===== config.mk =====
export PLATFORM = sky130hd
export DESIGN_NAME = valve_air_sched
export DESIGN_NICKNAME = d
export VERILOG_FILES = /design/src/rtl/valve_air_sched.sv
export SDC_FILE = /design/constraint.sdc
export NUM_CORES = 1
export LEC_CHECK = 0
export CAP_MARGIN = 25
export CELL_PAD_IN_SITES_DETAIL_PLACEMENT = 0
export CELL_PAD_IN_SITES_GLOBAL_PLACEMENT = 1
export CORE_UTILIZATION = 28
export DETAILED_ROUTE_END_ITERATION = 12
export GPL_TIMING_DRIVEN = 0
export PLACE_DENSITY = 0.59
export SETUP_SLACK_MARGIN = 0.3
export SLEW_MARGIN = 30
export SYNTH_ARGS = -nofsm -noshare
export SYNTH_HDL_FRONTEND = slang
export SYNTH_SLANG_ARGS = --single-unit

===== constraint.sdc =====
create_clock -name clk -period 4.4 [get_ports clk]
set_input_delay 0.44 -clock clk [delete_from_list [all_inputs] [get_ports clk]]
set_output_delay 0.44 -clock clk [all_outputs]
set_load 0.03 [all_outputs]

===== src/rtl/valve_air_sched.sv =====
// ---------------------------------------------------------------------------
// valve_air_sched
//
// Shares one compressed-air supply between two ejector valves. Fire requests
// (single-cycle pulses) are queued as saturating 3-bit pending counts. The
// scheduler grants the air round-robin when both valves are waiting. It holds
// the granted valve open for PULSE_TICKS ticks. It then waits RECOVER_TICKS
// ticks so the air pressure can recover before the next grant. One tick is
// TICK_DIV clock cycles (100 us at 50 MHz with the default value).
//
// Optional feature macro: VALVE_SCHED_STATS_EN
//   defined   -> fire_cnt1/fire_cnt2 count grants per valve (16-bit, wrapping)
//   undefined -> fire_cnt1/fire_cnt2 are tied to 0, no counter registers
//
// Ports:
//   clk         system clock
//   rst_n       asynchronous active-low reset
//   enable      1 = new grants allowed (a running pulse/recovery always completes)
//   req1, req2  fire requests, one count per cycle high
//   valve1_cmd  registered valve 1 drive
//   valve2_cmd  registered valve 2 drive
//   busy        high while firing or recovering
//   pend1       pending count for valve 1
//   pend2       pending count for valve 2
//   overflow    sticky; a request arrived while its count was at PEND_MAX
//   fire_cnt1   valve 1 firing count (zero when stats are disabled)
//   fire_cnt2   valve 2 firing count (zero when stats are disabled)
// ---------------------------------------------------------------------------
module valve_air_sched #(
    parameter int TICK_DIV      = 5000,
    parameter int PULSE_TICKS   = 300,
    parameter int RECOVER_TICKS = 200,
    parameter int PEND_MAX      = 7
) (
    input  logic        clk,
    input  logic        rst_n,
    input  logic        enable,
    input  logic        req1,
    input  logic        req2,
    output logic        valve1_cmd,
    output logic        valve2_cmd,
    output logic        busy,
    output logic [2:0]  pend1,
    output logic [2:0]  pend2,
    output logic        overflow,
    output logic [15:0] fire_cnt1,
    output logic [15:0] fire_cnt2
);

    typedef enum logic [1:0] {IDLE, FIRE, RECOVER} state_t;

    localparam logic [12:0] PRESC_LOAD   = 13'(TICK_DIV - 1);
    localparam logic [9:0]  PULSE_LOAD   = 10'(PULSE_TICKS);
    localparam logic [9:0]  RECOVER_LOAD = 10'(RECOVER_TICKS);
    localparam logic [2:0]  PEND_LIM     = 3'(PEND_MAX);

    state_t      state, state_next;
    logic [12:0] presc;
    logic [9:0]  timer;
    logic        rr_ptr;        // 0 = valve 1 wins the next contested grant
    logic        grant1, grant2;
    logic        both_pending;
    logic        tick;
    logic        last_tick;

    // A request and a grant on the same edge cancel out. The increment
    // saturates, so a request at the limit is dropped.
    function automatic logic [2:0] pend_next(input logic [2:0] cur,
                                             input logic       req,
                                             input logic       grant);
        if (req && !grant)
            return (cur == PEND_LIM) ? cur : cur + 3'd1;
        else if (grant && !req)
            return cur - 3'd1;
        else
            return cur;
    endfunction

    assign both_pending = (pend1 != 3'd0) && (pend2 != 3'd0);
    assign tick         = (state != IDLE) && (presc == 13'd0);
    assign last_tick    = tick && (timer == 10'd1);

    // Grant arbitration. The round-robin pointer only matters when both
    // valves are waiting. A lone requester is granted at once.
    always_comb begin
        grant1 = 1'b0;
        grant2 = 1'b0;
        if (state == IDLE && enable) begin
            if (both_pending) begin
                grant1 = !rr_ptr;
                grant2 = rr_ptr;
            end else if (pend1 != 3'd0) begin
                grant1 = 1'b1;
            end else if (pend2 != 3'd0) begin
                grant2 = 1'b1;
            end
        end
    end

    // State register
    always_ff @(posedge clk or negedge rst_n) begin
        if (!rst_n)
            state <= IDLE;
        else
            state <= state_next;
    end

    // Next-state logic. Dropping enable never cuts a sequence short; it only
    // stops the next grant out of IDLE.
    always_comb begin
        state_next = state;
        case (state)
            IDLE:    if (grant1 || grant2) state_next = FIRE;
            FIRE:    if (last_tick)        state_next = RECOVER;
            RECOVER: if (last_tick)        state_next = IDLE;
            default:                       state_next = IDLE;
        endcase
    end

    // Output logic
    always_comb begin
        busy = (state != IDLE);
    end

    // Prescaler, tick timer, valve drives and round-robin pointer. The
    // prescaler reloads on every tick, so each tick is exactly TICK_DIV cycles.
    always_ff @(posedge clk or negedge rst_n) begin
        if (!rst_n) begin
            presc      <= 13'd0;
            timer      <= 10'd0;
            valve1_cmd <= 1'b0;
            valve2_cmd <= 1'b0;
            rr_ptr     <= 1'b0;
        end else if (grant1 || grant2) begin
            presc      <= PRESC_LOAD;
            timer      <= PULSE_LOAD;
            valve1_cmd <= grant1;
            valve2_cmd <= grant2;
            if (both_pending)
                rr_ptr <= ~rr_ptr;
        end else if (state != IDLE) begin
            if (tick) begin
                presc <= PRESC_LOAD;
                if (timer == 10'd1) begin
                    valve1_cmd <= 1'b0;
                    valve2_cmd <= 1'b0;
                    timer      <= (state == FIRE) ? RECOVER_LOAD : 10'd0;
                end else begin
                    timer <= timer - 10'd1;
                end
            end else begin
                presc <= presc - 13'd1;
            end
        end
    end

    // Pending counters and the sticky overflow flag
    always_ff @(posedge clk or negedge rst_n) begin
        if (!rst_n) begin
            pend1    <= 3'd0;
            pend2    <= 3'd0;
            overflow <= 1'b0;
        end else begin
            pend1 <= pend_next(pend1, req1, grant1);
            pend2 <= pend_next(pend2, req2, grant2);
            if ((req1 && pend1 == PEND_LIM) || (req2 && pend2 == PEND_LIM))
                overflow <= 1'b1;
        end
    end

`ifdef VALVE_SCHED_STATS_EN
    // Per-valve firing statistics, wrapping at 16 bits
    always_ff @(posedge clk or negedge rst_n) begin
        if (!rst_n) begin
            fire_cnt1 <= 16'd0;
            fire_cnt2 <= 16'd0;
        end else begin
            if (grant1) fire_cnt1 <= fire_cnt1 + 16'd1;
            if (grant2) fire_cnt2 <= fire_cnt2 + 16'd1;
        end
    end
`else
    assign fire_cnt1 = 16'd0;
    assign fire_cnt2 = 16'd0;
`endif

endmodule


==> summary.txt <==
Status
  – Run status: complete, no violations

Critical path
  – Data required time of the critical path: 4.61 ns
  – Critical path launch point type: flip-flop
  – Endpoint kind of the worst setup timing path: flip-flop
  – Data arrival time at the worst-slack endpoint: 2.81 ns
  – Critical path class: reg2reg
  – Reg-to-reg startpoint: pend2[0]
  – Startpoint of the worst setup timing path: pend2[0]
  – Worst Path Max Fanout: 10

Layout
  – Layout overhead on the synthesized area: 20.7%
  – Finished Core Util: 0.350
  – Design area: 0.00289 mm²
  – Count of filler cells inserted in the layout: 893
  – Antenna diodes: 0
  – Share of cells above drive strength 1: 0.191
  – NumNets Final: 319

Yosys
  – Share of async-settable or async-resettable flops after synthesis: 1.00
  – Total of flip-flops plus latches after synthesis: 35
  – Post-synthesis mux area share: 0.0434
  – Number of distinct library cell variants in the gate-level netlist after synthesis: 57
  – Dominant combinational cell family by area after synthesis: simple AND/OR/NAND/NOR gates
  – Post-synthesis compound-gate area fraction: 0.136
  – Adder-cell area share of the yosys netlist: 0.0377
  – Area of the mapped netlist: 0.00239 mm²
  – Most common cell in the synthesized netlist: dfrtp_1
  – Share of the synthesized netlist area taken by xor and xnor gates: 0.0256
  – Fraction of the yosys area taken by sequential cells: 0.366
  – Syn_area_per_cell: 9.38 µm²
  – Main flop type after synthesis: dfrtp_1
  – Leading post-synthesis cells by instance count: dfrtp_1 (35), buf_4 (33), nand2_1 (21)
  – Count of yosys warnings during synthesis: 0
  – Post-Synth Simple-Gate Area: 0.263
  – Cell taking the most area after synthesis: dfrtp_1
  – Proportion of netlist area held by the largest area contributor: 0.366
  – Number of flops mapped to enable cells by yosys: 0
  – Synthesized instance count: 255
  – Dominant cells by area after synthesis: dfrtp_1 (37%), buf_4 (10%), nand2_1 (3.3%)

STA
  – Post-route fraction of the period consumed by the critical path: 0.592
  – Unrepaired setup endpoints after global routing: no
  – Worst Clk Skew: 0.00850 ns
  – Setup tns final: 0 ns
  – Setup ws final: 1.80 ns
  – Worst rel slew slack: 0.363
  – Highest clock rate: 0.384 GHz
  – Number of max-slew violations in the final report: 0
  – Total setup violations reported at the end of the flow: 0
  – Hold Vio Cnt, Final: 0
  – Final critical path time including I/O delays and setup: 2.60 ns
  – Worst-Margin Slew: 0.955 ns

Detailed routing
  – Drt via density: 4.69
  – Total via count after detailed routing: 1940
  – Wirelength per Cell: 13.2 µm
  – Remaining antenna violation count after routing: 0
  – DRC errors left: 0
  – Routed wire length: 5450 µm
  – Iteration count of the initial detailed-routing pass: 5
  – Detailed Route Iter0 Violations: 95

GRT
  – Wire length of the first global-routing pass: 8960 µm
  – Number of antenna violations at the first check in global routing: 0
  – Via count of the first global-routing pass: 1741
  – Total congestion overflow: 0
  – Total routing usage reported by global routing: 0.130
  – Largest net degree at the start of global routing: 21

Place
  – Routability congestion estimate: 0.745
  – # port buffers: 14
  – Cell area reported after detailed placement: 0.00280 mm²
  – Hpwl dp: 4000 µm
  – Dpl ws: 1.56 ns

Worst hold path
  – HP Class: in2async

Die
  – Effective utilization at floorplan: 0.290
  – Io pins: 47
  – Placeable core region: 0.00826 mm²
  – Overall die area: 0.00891 mm²
  – Height of the chip: 94.4 µm
  – Site Rows: 33
  – Chip width: 94.4 µm

Clock tree
  – Clk slew on worst S/H paths: 0.08 ns
  – Number of gates resized after cts: 0
  – Root Buffer Master: clkbuf_8
  – Longest Clk Path Bufs: 2
  – Clk Latency, worst-skew pair: 0.29 ns
  – Clock buffer count from CTS: 5
  – Number of buffers inserted by post-CTS setup repair: 0
  – Clock tree sinks: 35
  – CTS tree: yes
  – Number of hold-repair buffers added at the cts stage: 0
  – Total number of H-tree levels: 2

Pwr
  – Max VDD drop: 0.278 mV
  – Pwr/cell area: 438 mW/mm²
  – Leakage power summed over all cells: 1.27 nW

Job
  – Maxcap violations: 0
==> path summary, 6_finish.rpt <==
kind	endpoint	slack, ns	cells past startpoint
worst max-delay path	pend2[2]	1.80	8
worst min-delay path	timer[2]	0.08	1
worst max register to register	pend2[2]	1.80	8
worst min register to register	overflow	0.48	2
max in group asynchronous	timer[3]	3.87	2
min in group clk	overflow	0.48	2
==> critical path, stage by stage, from the launching register on <==
cell	delay [ns]
dfrtp_1	0.42
buf_2	0.19
or3_4	0.41
o2111ai_1	0.13
buf_2	0.28
nand2_1	0.10
fa_1	0.44
or4_1	0.48
o221ai_1	0.08
==> state kept, by name, summed over array words and instances (netlist names), 2 cells and up <==
register  flops
state         2
pend2         3
timer        10
presc        13
pend1         3
==> cell type report <==
type                       count  area [µm²]  area share
multi-input combinational    205        1330       0.460
sequential                    35         876       0.303
buffer                        39         277      0.0958
timing repair buffer          15         163      0.0564
tap                          105         131      0.0455
clock buffer                   6        72.6      0.0251
inverter                       7        26.3     0.00910
clock inverter                 2        12.5     0.00433
==> report_power, final <==
part / total [mW] / internal [mW] / switching (mW) / leakage, nW
Sequential: 0.547 / 0.404 / 0.142 / 0.415
Clock: 0.237 / 0.111 / 0.126 / 0.0412
Combinational: 0.481 / 0.216 / 0.265 / 0.814
==> stage by stage <==
stage,instances,hold slack [ns],total power [mW]
final,414,0.0829,1.26
after global routing,414,0.106,1.35
after CTS,414,0.0929,1.28
after detailed placement,406,0.413,1.04
after global placement,405,0.466,1.03
after floorplan,286,0.144,0.888
==> layer usage <==
| layer | track usage | vias up | share of wire |
|---|---|---|---|
| li1 | - | 971 | - |
| met1 | 0.190 | 925 | 0.50 |
| met2 | 0.195 | 40 | 0.45 |
| met3 | 0.0250 | 4 | 0.040 |
| met4 | 0.0346 | 0 | 0.0081 |
| met5 | 0 | - | 0 |
==> cells by family after synthesis <==
family / Yosys count
compound gates: 46
mux: 10
simple gates: 104
fa+ha+maj: 6
buf+inv: 46
xor+xnor: 7
other cells: 1
flops: 35
==> placed cells by master (no fill, tap or decap), types with 3 or more instances in the layout <==
| cell | netlist | routed |
|---|---|---|
| a21o_1 | 4 | 4 |
| a21oi_1 | 12 | 12 |
| buf_2 | 5 | 6 |
| buf_4 | 33 | 33 |
| clkbuf_8 | 0 | 5 |
| clkdlybuf4s50_1 | 0 | 13 |
| conb_1 | 1 | 32 |
| dfrtp_1 | 35 | 35 |
| ha_1 | 4 | 4 |
| inv_1 | 7 | 7 |
| mux2i_1 | 7 | 7 |
| nand2_1 | 21 | 21 |
| nand2b_1 | 3 | 3 |
| nand3_1 | 10 | 10 |
| nand3b_1 | 3 | 3 |
| nand4_1 | 3 | 3 |
| nor2_1 | 16 | 16 |
| nor3_1 | 11 | 11 |
| nor4_1 | 5 | 5 |
| o21ai_0 | 8 | 8 |
| o31ai_1 | 6 | 6 |
| or3_1 | 5 | 5 |
| or4_1 | 7 | 7 |
| xnor2_1 | 5 | 5 |
Note: power is estimated with default switching activity, not from simulation.
